--- config.mk ---
export PLATFORM = sky130hd
export DESIGN_NAME = line_raster
export DESIGN_NICKNAME = d
export VERILOG_FILES = /design/src/rtl/line_raster_pkg.sv /design/src/rtl/line_raster_bresenham_step.sv /design/src/rtl/line_raster.sv
export SDC_FILE = /design/constraint.sdc
export NUM_CORES = 1
export LEC_CHECK = 0
export BUFFER_PORTS_ARGS = -buffer_cell sky130_fd_sc_hd__buf_2
export CAP_MARGIN = 30
export CORE_ASPECT_RATIO = 0.6
export CORE_UTILIZATION = 28
export CTS_BUF_LIST = sky130_fd_sc_hd__clkbuf_16
export DETAILED_ROUTE_END_ITERATION = 10
export PLACE_DENSITY = 0.39
export SKIP_CTS_REPAIR_TIMING = 1
export SLEW_MARGIN = 20
export SYNTH_ARGS = -nofsm -noshare
export SYNTH_HDL_FRONTEND = slang
export SYNTH_SLANG_ARGS = --single-unit
--- constraint.sdc ---
create_clock -name clk -period 6.7 [get_ports clk]
set_input_delay 0.335 -clock clk [delete_from_list [all_inputs] [get_ports clk]]
set_output_delay 0.335 -clock clk [all_outputs]
set_load 0.1 [all_outputs]
--- src/rtl/line_raster_pkg.sv ---
// Shared types for the clip/raster pipeline: screen point, raster FSM encoding
// and a small coordinate helper.
package line_raster_pkg;

  localparam int COORD_W = 10;

  typedef struct packed {
    logic [COORD_W-1:0] x;
    logic [COORD_W-1:0] y;
  } Point2D;

  localparam logic [2:0] ST_IDLE  = 3'd0;
  localparam logic [2:0] ST_LOAD  = 3'd1;
  localparam logic [2:0] ST_SETUP = 3'd2;
  localparam logic [2:0] ST_DRAW  = 3'd3;
  localparam logic [2:0] ST_DONE  = 3'd4;

  function automatic logic [COORD_W-1:0] abs_diff(input logic [COORD_W-1:0] a,
                                                  input logic [COORD_W-1:0] b);
    return (a > b) ? (a - b) : (b - a);
  endfunction

endpackage

--- src/rtl/line_raster_bresenham_step.sv ---
// One Bresenham iteration: from the current pixel and error term, produce the
// next pixel and error term. Purely combinational.
module line_raster_bresenham_step
  import line_raster_pkg::*;
#(
  parameter int ERR_W = COORD_W + 2
) (
  input  Point2D                   cur,
  input  logic signed [ERR_W-1:0]  err,
  input  logic signed [ERR_W-1:0]  dx,
  input  logic signed [ERR_W-1:0]  dy,
  input  logic                     sx_neg,
  input  logic                     sy_neg,
  output Point2D                   next_cur,
  output logic signed [ERR_W-1:0]  next_err
);

  localparam logic [COORD_W-1:0] ONE = COORD_W'(1);

  // e2 keeps one spare bit so 2*err can never wrap.
  logic signed [ERR_W:0] e2;
  logic signed [ERR_W:0] dx_w;
  logic signed [ERR_W:0] dy_w;
  logic                  step_x;
  logic                  step_y;

  always_comb begin
    e2       = {err, 1'b0};
    dx_w     = {dx[ERR_W-1], dx};
    dy_w     = {dy[ERR_W-1], dy};
    step_x   = (e2 >= dy_w);
    step_y   = (e2 <= dx_w);
    next_err = err + (step_x ? dy : '0) + (step_y ? dx : '0);
    next_cur = cur;
    if (step_x) next_cur.x = sx_neg ? (cur.x - ONE) : (cur.x + ONE);
    if (step_y) next_cur.y = sy_neg ? (cur.y - ONE) : (cur.y + ONE);
  end

endmodule

--- src/rtl/line_raster.sv ---
// Bresenham line rasterizer: takes one clipped line per handshake from the clip
// stage and streams its pixels on a valid/ready interface.
module line_raster
  import line_raster_pkg::*;
#(
  // Point2D port width is fixed by the package; override both together.
  parameter int COORD_W = line_raster_pkg::COORD_W,
  parameter int ERR_W   = COORD_W + 2
) (
  input  logic   clk,
  input  logic   n_rst,
  input  Point2D line_p0,
  input  Point2D line_p1,
  input  logic   line_ready,
  input  logic   line_reject,
  output logic   read_line,
  output Point2D pixel,
  output logic   pixel_valid,
  input  logic   pixel_ready,
  output logic   line_done,
  output logic   busy
);

  // Pixel stream: a pixel transfers on a cycle where pixel_valid and
  // pixel_ready are both high; while pixel_ready is low the pixel and
  // pixel_valid hold unchanged.
  logic [2:0]              state;
  logic [2:0]              state_d;
  Point2D                  p0_q;
  Point2D                  p1_q;
  logic                    reject_q;
  Point2D                  cur;
  logic signed [ERR_W-1:0] err;
  logic signed [ERR_W-1:0] dx;
  logic signed [ERR_W-1:0] dy;
  logic                    sx_neg;
  logic                    sy_neg;

  Point2D                  next_cur;
  logic signed [ERR_W-1:0] next_err;
  logic [ERR_W-1:0]        abs_x;
  logic [ERR_W-1:0]        abs_y;
  logic                    accept;
  logic                    at_end;

  line_raster_bresenham_step #(
    .ERR_W (ERR_W)
  ) u_step (
    .cur      (cur),
    .err      (err),
    .dx       (dx),
    .dy       (dy),
    .sx_neg   (sx_neg),
    .sy_neg   (sy_neg),
    .next_cur (next_cur),
    .next_err (next_err)
  );

  assign abs_x = ERR_W'(abs_diff(p0_q.x, p1_q.x));
  assign abs_y = ERR_W'(abs_diff(p0_q.y, p1_q.y));

  // Outputs decode straight from the state register so reset clears them at once.
  assign read_line   = (state == ST_LOAD);
  assign pixel_valid = (state == ST_DRAW) & ~reject_q;
  assign pixel       = pixel_valid ? cur : '0;
  assign line_done   = (state == ST_DONE);
  assign busy        = (state != ST_IDLE);

  assign accept = pixel_valid & pixel_ready;
  assign at_end = (cur == p1_q);

  always_comb begin
    state_d = state;
    case (state)
      ST_IDLE:  if (line_ready) state_d = ST_LOAD;
      ST_LOAD:  state_d = line_reject ? ST_IDLE : ST_SETUP;
      ST_SETUP: state_d = ST_DRAW;
      ST_DRAW:  if (accept && at_end) state_d = ST_DONE;
      ST_DONE:  state_d = ST_IDLE;
      default:  state_d = ST_IDLE;
    endcase
  end

  always_ff @(posedge clk or negedge n_rst) begin
    if (!n_rst) begin
      state    <= ST_IDLE;
      p0_q     <= '0;
      p1_q     <= '0;
      reject_q <= 1'b0;
      cur      <= '0;
      err      <= '0;
      dx       <= '0;
      dy       <= '0;
      sx_neg   <= 1'b0;
      sy_neg   <= 1'b0;
    end else begin
      state <= state_d;
      case (state)
        ST_LOAD: begin
          p0_q     <= line_p0;
          p1_q     <= line_p1;
          reject_q <= line_reject;
        end
        ST_SETUP: begin
          dx     <= abs_x;
          dy     <= -abs_y;
          err    <= abs_x - abs_y;
          sx_neg <= ~(p0_q.x < p1_q.x);
          sy_neg <= ~(p0_q.y < p1_q.y);
          cur    <= p0_q;
        end
        ST_DRAW: begin
          if (accept && !at_end) begin
            cur <= next_cur;
            err <= next_err;
          end
        end
        default: ;
      endcase
    end
  end

endmodule
==> out/qor.yml, run 1 <==
outcome:
  status: "completed"
floorplanning:
  initial_core_util_pct: 29.0
  ios: 69
  rows: 49
  die_y_um: 140
  core_mm2: 0.0305
  dieArea_mm2: 0.0323
  die_w_um: 231
layout:
  nNetsFinal: 1246
  final_layout_size_suffix_gt1_share_pct: 12.3
  diodes: 0
  final_cell_mix: "nand2_1 (107), inv_1 (103), dfrtp_1 (100)"
  n_fill_cell: 3243
  layout_commonest_cell: "nand2_1"
  layout-area-overhead-vs-synth_pct: 12.2
  seq_area_mm2: 0.00250
  multiInputGateArea_mm2: 0.00575
grt:
  grtUsageTotal_pct: 18.3
  grt-ovfl-total: 0
  grt_max_degree: 82
  grt_antenna_before_repair: 1
  met3_usage_pct: 3.07
  grt_pass1_wl_mm: 44.4
  grtUsageMet1_pct: 30.4
  grt_use_met2_pct: 23.8
  grt-busiest-layer: "met1"
  first_global_vias: 7163
clocking:
  clk_latency_ns: 0.37
  cts_sinks: 100
  clk_path_buf_depth: 2
  cts_tree: "built"
  cts_buffers: 9
  root_buffer: "clkbuf_16"
  path_clk_slew_ns: 0.07
  cts_htree_levels: 3
worst_setup_path:
  critPathRequiredTime_ns: 6.93
  cp_num_cells: 20
  r2r-start: "err[0]$_DFFE_PN0P_"
  r2r_end: "err[11]$_DFFE_PN0P_"
  crit_fanout: 12
  crit_slowest_cell: "o31ai_1"
  cp_top_family: "compound AO/OA/AOI/OAI gates"
  cp_cell_sequence: "ha_1, nor2b_1, o21a_1, o21a_1, o31ai_1, a21oi_1, buf_4, and2_1, fa_1, ha_1, inv_1, fa_1, nor2b_1, o21ai_0, a21boi_0, o21ai_0, a21oi_1, a31oi_1, xnor2_1, o211ai_1"
  cp-startpoint: "err[0]$_DFFE_PN0P_"
  r2r_setup_slack_ns: 1.71
  crit_end: "err[11]$_DFFE_PN0P_"
  cp-end-kind: "flip-flop"
  max_stage_delay_ns: 0.57
  critical_path_buf_inv_count: 2
  worstPathArrival_ns: 5.21
  worst_setup_path_start_kind: "flip-flop"
  path_class: "flip-flop to flip-flop"
  reg2regPathDepth: 20
routing:
  wl_mm: 28.4
  ant_nets: 0
  vias: 7350
  via_per_inst: 4.90
  routedWlPerCell_um: 19.0
  drt-pass1-iter-count: 4
  drc: 0
  drtIter0Drc: 447
sta:
  slew_violations: 0
  fin_tns_setup_ns: 0
  slew_headroom_pct: 44.4
  fmax_mhz: 201
  worst_pin_slew_ns: 0.835
  fin_worst_skew_ns: 0.00779
  finalCritPeriodShare_pct: 74.4
  fin_crit_ns: 4.99
  finalHoldViolCount: 0
  setup_viol: 0
  rsz0062_at_grt: "no"
placed_design:
  routabilityCongestion: 0.798
  dp_hpwl_mm: 22.4
  port-buffer-count: 68
synth:
  async_flop_share_pct: 100
  avgSynthCellArea_um2: 8.51
  syn-num-nets: 1197
  synth_top_area_share_pct: 28.4
  netlist_area_mm2: 0.00883
  ys_top_cells_by_area: "dfrtp_1 (28%), ha_1 (14%), o21ai_0 (5.3%)"
  ys_seq_area_share_pct: 28.4
  syn-instance-count: 1037
  synth_edf_count: 0
  synth_seq_cells: 100
  synth_top_area_cell: "dfrtp_1"
  synthFlopType: "dfrtp_1"
  synth_cell_types: 83
  yosysWarnings: 0
min_path:
  min_path_cells: 3
  hold_path_class: "primary input to flip-flop"
flow_run:
  maxCapViolations: 0
-- flip-flops by register name, summed over array words and instances (netlist names), 3 cells and up --
register,flops
err,12
state,3
cur,20
dy,12
p1_q,20
dx,10
p0_q,20
-- how the worst min path moves through the flow --
stage                from                  end
2_1_floorplan       n_rst   cur[0]$_DFFE_PN0P_
3_3_place_gp        n_rst   dy[10]$_DFFE_PN0N_
3_5_place_dp        n_rst   dy[10]$_DFFE_PN0N_
4_1_cts             n_rst   err[9]$_DFFE_PN0P_
5_1_grt        line_p1[7]  p1_q[7]$_DFFE_PN0P_
6_report       line_p0[8]  p0_q[8]$_DFFE_PN0P_
-- per-layer routing --
layer  routed length, µm  part of all wire (%)
met1               16500                    58
met4                 165                  0.58
met5                   0                     0
met2               10800                    38
met3                 913                   3.2
-- cell type report --
class                   count  share of cell area, %
flip-flops and latches    100                   25.3
multi-input cells         789                   58.0
repair buffers             81                   4.64
well taps                 408                   5.15
clock buffers               9                   2.27
clock inverters             7                  0.669
inverters                 105                   3.98
-- cell families after synthesis --
logic type | count (synthesis) | synth area share, %
and+or+nand+nor | 321 | 18.7
AOI/OAI and AO/OA | 276 | 20.2
buffers and inverters | 148 | 6.56
adders and majority gates | 115 | 17.8
DFF | 100 | 28.4
xor gates and xnor gates | 55 | 5.76
muxes | 22 | 2.64
-- tightest hold or removal path, cell delays in order --
cell	delay, ns
buf_2	0.07
nand2_1	0.03
o21ai_0	0.06
-- Yosys cell counts, types with 11 or more instances --
cell type	instances
nand3_1	15
a31oi_1	12
a21oi_1	55
nor2_1	49
nor3_1	31
clkbuf_1	34
o21a_1	11
dfrtp_1	100
o21ai_0	93
ha_1	97
nand2_1	107
mux2i_1	12
and2_1	34
fa_1	18
a21o_1	22
inv_1	103
xnor2_1	24
nor2b_1	17
xor2_1	29
-- metrics by stage --
step           worst slack [ns]  util [%]  area, µm²  std cells  hold slack, ns
2_1_floorplan              2.64         -       8830       1037          0.0394
3_3_place_gp               1.67      31.4       9560       1478           0.375
3_5_place_dp               1.81      31.4       9570       1479           0.376
4_1_cts                    1.77      32.4       9860       1495         -0.0309
5_1_grt                    1.31      32.5       9910       1499           0.164
6_report                   1.71      32.5       9910       1499           0.161
Power of run 1 is not shown: default switching activity piles up to over one toggle a cycle in this logic, so the estimate is an artifact.
==> run 2, diff against run 1 <==
--- a/config.mk
+++ b/config.mk
@@ -5,6 +5,7 @@
 export SDC_FILE = /design/constraint.sdc
 export NUM_CORES = 1
 export LEC_CHECK = 0
+export ABC_AREA = 1
 export BUFFER_PORTS_ARGS = -buffer_cell sky130_fd_sc_hd__buf_2
 export CAP_MARGIN = 30
 export CORE_ASPECT_RATIO = 0.6
==> constraint.sdc (replaced) <==
create_clock -name clk -period 4.6 [get_ports clk]
set_input_delay 0.23 -clock clk [delete_from_list [all_inputs] [get_ports clk]]
set_output_delay 0.23 -clock clk [all_outputs]
set_load 0.1 [all_outputs]
==> run 2 against run 1 <==
Area after synthesis increased by 5.7%. Final cell count increased by 23%. Highest routed layer unchanged. Design area increased by 5.7%. Maximum frequency increased by 20%. Global-route usage increased by 1.3 points. Non-clock buffer count decreased by 5. Via count increased by 17%. Clock-buffer cell count unchanged. Worst setup slack got worse by 1.3 ns.
==> out/qor.yml, run 2 <==
outcome:
  status: "completed"
layout:
  final_layout_size_suffix_gt1_share_pct: 9.65
  diodes: 0
  layout_commonest_cell: "nand2_1"
  layout-area-overhead-vs-synth_pct: 12.2
  final_cell_mix: "nand2_1 (346), inv_1 (196), o21ai_0 (116)"
  nNetsFinal: 1554
  reg_top3: "cur (20), p0_q (20), p1_q (20)"
sta:
  finalCritPeriodShare_pct: 90.6
  setup_viol: 0
  rsz0062_at_grt: "no"
  fin_worst_skew_ns: 0.00660
  finalHoldViolCount: 0
  slew_headroom_pct: 46.3
  worst_pin_slew_ns: 0.805
  fin_tns_setup_ns: 0
  fmax_mhz: 240
  fin_crit_ns: 4.17
  fin_ws_ns: 0.435
  slew_violations: 0
routing:
  via_per_inst: 4.67
  drtIter0Drc: 636
  routedWlPerCell_um: 17.3
  ant_nets: 0
  wl_mm: 32.0
  vias: 8627
  drt-pass1-iter-count: 6
  drc: 0
synth:
  syn-num-nets: 1499
  synth_top_area_cell: "dfrtp_1"
  netlist_area_mm2: 0.00933
  yosysWarnings: 0
  ys_top_cells_by_area: "dfrtp_1 (27%), nand2_1 (14%), ha_1 (13%)"
  ys_seq_area_share_pct: 26.8
  synth_common_cells: "nand2_1 (346), inv_1 (197), o21ai_0 (116), nor2_1 (103), dfrtp_1 (100)"
  synth_edf_count: 0
  syn-instance-count: 1339
  avgSynthCellArea_um2: 6.97
  synthFlopType: "dfrtp_1"
  synth_seq_cells: 100
  synth_cell_types: 44
  synth_top_area_share_pct: 26.8
  synth_most_common_cell: "nand2_1"
  async_flop_share_pct: 100
clocking:
  path_clk_slew_ns: 0.08
  cts_sinks: 100
  cts_tree: "built"
  cts_buffers: 9
  cts_htree_levels: 3
  root_buffer: "clkbuf_16"
  clk_latency_ns: 0.37
  clk_path_buf_depth: 2
worst_setup_path:
  path_class: "flip-flop to flip-flop"
  r2r_setup_slack_ns: 0.43
  reg2regPathDepth: 24
  cp_num_cells: 24
  worstPathArrival_ns: 4.47
  max_stage_delay_ns: 0.48
  cp-end-kind: "flip-flop"
  crit_end: "err[11]$_DFFE_PN0P_"
  critPathRequiredTime_ns: 4.90
  cp-startpoint: "p0_q[10]$_DFFE_PN0P_"
  cp_cell_sequence: "inv_1, ha_1, inv_1, fa_1, inv_1, o21ai_1, nand2_1, o211ai_1, nand2_1, nand2_1, nand2_1, inv_2, nand2_1, nand2_1, fa_1, nand3_1, nand2_1, nand4_1, o211ai_1, nand2_1, nand2_1, a21oi_1, nor2_1, a21oi_1"
  r2r_end: "err[11]$_DFFE_PN0P_"
  crit_slowest_cell: "fa_1"
  r2r-start: "p0_q[10]$_DFFE_PN0P_"
  worst_setup_path_start_kind: "flip-flop"
  cp_common_cell: "nand2_1"
  critical_path_buf_inv_count: 4
  crit_fanout: 13
  cp_top_family: "simple AND/OR/NAND/NOR gates"
floorplanning:
  dieArea_mm2: 0.0341
  initial_core_util_pct: 28.6
  core_mm2: 0.0326
  ios: 69
  die_y_um: 143
  rows: 51
  die_w_um: 238
grt:
  grt_antenna_before_repair: 1
  grt-ovfl-total: 0
  grt_max_degree: 82
  grtUsageTotal_pct: 19.5
  grt_pass1_wl_mm: 49.8
  first_global_vias: 8200
placed_design:
  dp_hpwl_mm: 25.3
  pre_cts_slack_ns: 0.367
  routabilityCongestion: 0.897
  port-buffer-count: 68
min_path:
  hold_path_class: "primary input to flip-flop"
flow_run:
  maxCapViolations: 0
## run 2: cell count changes after synthesis, sizes merged, moves of 17 or more
cell   previous run  this run
a21o             22         5
a21oi            56        75
and2             35         0
inv             104       203
nand2           107       366
nand3            16        75
nor2             50       107
nor2b            17         0
nor3             32        13
o21ai            96       129
## run 2: worst reg2reg max path, cell delays in order, from the launching register on
cell,delay (ns)
dfrtp_1,0.39
inv_1,0.10
ha_1,0.19
inv_1,0.09
fa_1,0.42
inv_1,0.11
o21ai_1,0.12
nand2_1,0.09
o211ai_1,0.12
nand2_1,0.09
nand2_1,0.07
nand2_1,0.35
inv_2,0.16
nand2_1,0.09
nand2_1,0.11
fa_1,0.48
nand3_1,0.09
nand2_1,0.13
nand4_1,0.11
o211ai_1,0.13
nand2_1,0.09
nand2_1,0.06
a21oi_1,0.19
nor2_1,0.14
a21oi_1,0.17
## run 2: stage by stage
step	hold WS (ns)	instance area (µm²)	utilization, %	cells
6_report	0.0596	10500	32.1	1849
4_1_cts	-0.00911	10400	32.0	1847
2_1_floorplan	-0.0656	9330	-	1339
5_1_grt	0.0565	10500	32.1	1849
3_5_place_dp	0.409	10100	31.1	1831
3_3_place_gp	0.415	10100	31.1	1831
## run 2: how the worst min path moves through the flow
| stage | from | endpoint | slack (ns) | cells after the start |
|---|---|---|---|---|
| floorplan | n_rst | cur[0]$_DFFE_PN0P_ | -0.07 | 0 |
| global placement | n_rst | p0_q[6]$_DFFE_PN0P_ | 0.41 | 1 |
| detailed placement | n_rst | p1_q[5]$_DFFE_PN0P_ | 0.41 | 1 |
| CTS | n_rst | p1_q[5]$_DFFE_PN0P_ | -0.009 | 1 |
| global route | line_p1[2] | p1_q[2]$_DFFE_PN0P_ | 0.06 | 3 |
| finish | line_p1[13] | p1_q[13]$_DFFE_PN0P_ | 0.06 | 3 |
## run 2: layout make-up
class | instances | area [µm²]
Clock buffer | 9 | 225
Inverter | 205 | 773
Fill cell | 3624 | 22100
Timing Repair Buffer | 76 | 425
Multi-Input combinational cell | 1002 | 5910
Tap cell | 450 | 563
Sequential cell | 100 | 2500
Clock inverter | 7 | 66.3
## run 2: cell families (layout without fill, tap and decap cells)
| group | Yosys count | after routing | share of synthesized area [%] |
|---|---|---|---|
| XOR/XNOR | 50 | 50 | 4.69 |
| buffers and inverters | 237 | 297 | 9.86 |
| adder cells (fa/ha/maj) | 115 | 115 | 16.9 |
| AO/OA/AOI/OAI | 252 | 252 | 14.9 |
| AND/OR/NAND/NOR | 585 | 585 | 26.9 |
| flip-flops | 100 | 100 | 26.8 |
## run 2: layer usage
layer	vias up	global-route usage (%)	part of all wire, %
li1	4424	-	-
met1	4017	31.1	57
met2	167	25.7	37
met3	19	4.42	5.3
met4	0	4.01	1.1
met5	-	0	0
Power of run 2 is left out for the same reason.
==> run 3, diff against run 2 <==
--- a/config.mk
+++ b/config.mk
@@ -12,6 +12,7 @@
 export CORE_UTILIZATION = 28
 export CTS_BUF_LIST = sky130_fd_sc_hd__clkbuf_16
 export DETAILED_ROUTE_END_ITERATION = 10
+export MAX_ROUTING_LAYER = met4
 export PLACE_DENSITY = 0.39
 export SKIP_CTS_REPAIR_TIMING = 1
 export SLEW_MARGIN = 20
==> constraint.sdc (replaced) <==
create_clock -name clk -period 4.15 [get_ports clk]
set_input_delay 0.2075 -clock clk [delete_from_list [all_inputs] [get_ports clk]]
set_output_delay 0.2075 -clock clk [all_outputs]
set_load 0.1 [all_outputs]
==> run 3 against run 2 <==
Clock skew up 0.0083 ns. First-iteration DRC count down 13%. Worst hold slack got worse by 0.039 ns. Final cell count increased by 1.1%. Clock-buffer cell count unchanged. Register-to-register slack lost 0.19 ns. Via count rose by 0.42%. Core utilization increased by 0.69 points.
==> out/qor.yml, run 3 (same netlist as run 2, synthesis figures left out) <==
worst_setup_path:
  cp-end-kind: "flip-flop"
  path_class: "flip-flop to flip-flop"
  worstPathArrival_ns: 4.21
  crit_fanout: 5
  crit_slowest_cell: "fa_1"
  worst_setup_path_start_kind: "flip-flop"
  max_stage_delay_ns: 0.49
  critPathRequiredTime_ns: 4.45
  cp_common_cell: "nand3_1"
  cp_cell_sequence: "ha_1, nand2_1, nor2_1, inv_1, nor2_1, nand2_1, nand3_1, nand2_2, clkinvlp_4, buf_4, nor2_1, fa_1, ha_2, inv_1, fa_1, inv_1, a21o_1, nand3_1, nand3_1, nand3_1, a31oi_1"
  reg2regPathDepth: 21
floorplanning:
  initial_core_util_pct: 28.6
  dieArea_mm2: 0.0341
  ios: 69
  die_w_um: 238
  rows: 51
  die_y_um: 143
  core_mm2: 0.0326
clocking:
  clk_path_buf_depth: 2
  root_buffer: "clkbuf_16"
  clk_latency_ns: 0.39
  path_clk_slew_ns: 0.08
  cts_buffers: 9
  cts_htree_levels: 3
  cts_tree: "built"
  cts_sinks: 100
grt:
  first_global_vias: 8355
  grtUsageTotal_pct: 20.4
  grt_max_degree: 52
  grt-ovfl-total: 0
  grt_pass1_wl_mm: 50.3
  grt_antenna_before_repair: 1
routing:
  vias: 8663
  routedWlPerCell_um: 17.3
  drtIter0Drc: 553
  wl_mm: 32.4
  drt-pass1-iter-count: 6
  via_per_inst: 4.64
  ant_nets: 0
  drc: 0
placed_design:
  dp_hpwl_mm: 25.6
  routabilityCongestion: 0.887
  port-buffer-count: 68
layout:
  nNetsFinal: 1574
  final_layout_size_suffix_gt1_share_pct: 12.1
  n_fill_cell: 3617
  layout-area-overhead-vs-synth_pct: 14.6
  final_cell_mix: "nand2_1 (342), inv_1 (195), o21ai_0 (115)"
  reg_top3: "cur (20), p0_q (20), p1_q (20)"
  layout_commonest_cell: "nand2_1"
  diodes: 0
  finalCoreUtilization_pct: 32.8
sta:
  setup_viol: 0
  fin_crit_ns: 3.91
  slew_headroom_pct: 60.2
  fin_worst_skew_ns: 0.0149
  finalCritPeriodShare_pct: 94.2
  worst_pin_slew_ns: 0.597
  fmax_mhz: 256
  finalHoldViolCount: 0
  fin_tns_setup_ns: 0
  slew_violations: 0
min_path:
  hold_path_class: "primary input to flip-flop"
  min_path_cells: 3
flow_run:
  maxCapViolations: 0
outcome:
  status: "completed"
==> run 3: routing by layer <==
layer | part of all wire, % | track usage [%]
met5 | 0 | -
met4 | 0.88 | 3.84
met3 | 5.2 | 3.88
met2 | 37 | 26.2
met1 | 57 | 31.8
==> run 3: cell type report <==
| type | count | area (µm²) | share of cell area [%] |
|---|---|---|---|
| inverter | 205 | 781 | 7.30 |
| clock inverter | 7 | 104 | 0.971 |
| clock buffer | 9 | 225 | 2.11 |
| multi-input combinational | 1002 | 5960 | 55.8 |
| timing repair inverter | 1 | 7.51 | 0.0702 |
| tap | 450 | 563 | 5.26 |
| sequential | 100 | 2500 | 23.4 |
| timing repair buffer | 95 | 548 | 5.12 |
==> run 3: metrics by stage <==
stage               worst slack [ns]  instance area (µm²)  std cells  hold slack [ns]
global route                -0.00768                10700       1869          0.00967
CTS                          -0.0867                10600       1863           -0.189
finish                         0.242                10700       1869           0.0207
global placement             -0.0841                10300       1847            0.246
floorplan                      0.661                 9330       1339          -0.0881
detailed placement           -0.0203                10300       1847            0.244
==> run 3: final timing paths <==
path,start,end,slack [ns]
hold reg to reg,dx[2]$_DFFE_PN0N_,dx[2]$_DFFE_PN0N_,0.49
min in group asynchronous,n_rst,p1_q[6]$_DFFE_PN0P_,0.35
setup / recovery,err[11]$_DFFE_PN0P_,err[9]$_DFFE_PN0P_,0.24
hold / removal,line_p0[17],p0_q[17]$_DFFE_PN0P_,0.02
setup reg to reg,err[11]$_DFFE_PN0P_,err[9]$_DFFE_PN0P_,0.24
max in group asynchronous,n_rst,err[3]$_DFFE_PN0P_,2.87
==> run 3: critical path: cells and delay by family, from the launching register on <==
kind            cells  cell delay [ns]
fa+ha+maj           4             1.51
simple gates       10             0.95
compound gates      2             0.36
buf+inv             5             0.57
flops               1             0.45
Power of run 3 is left out for the same reason.
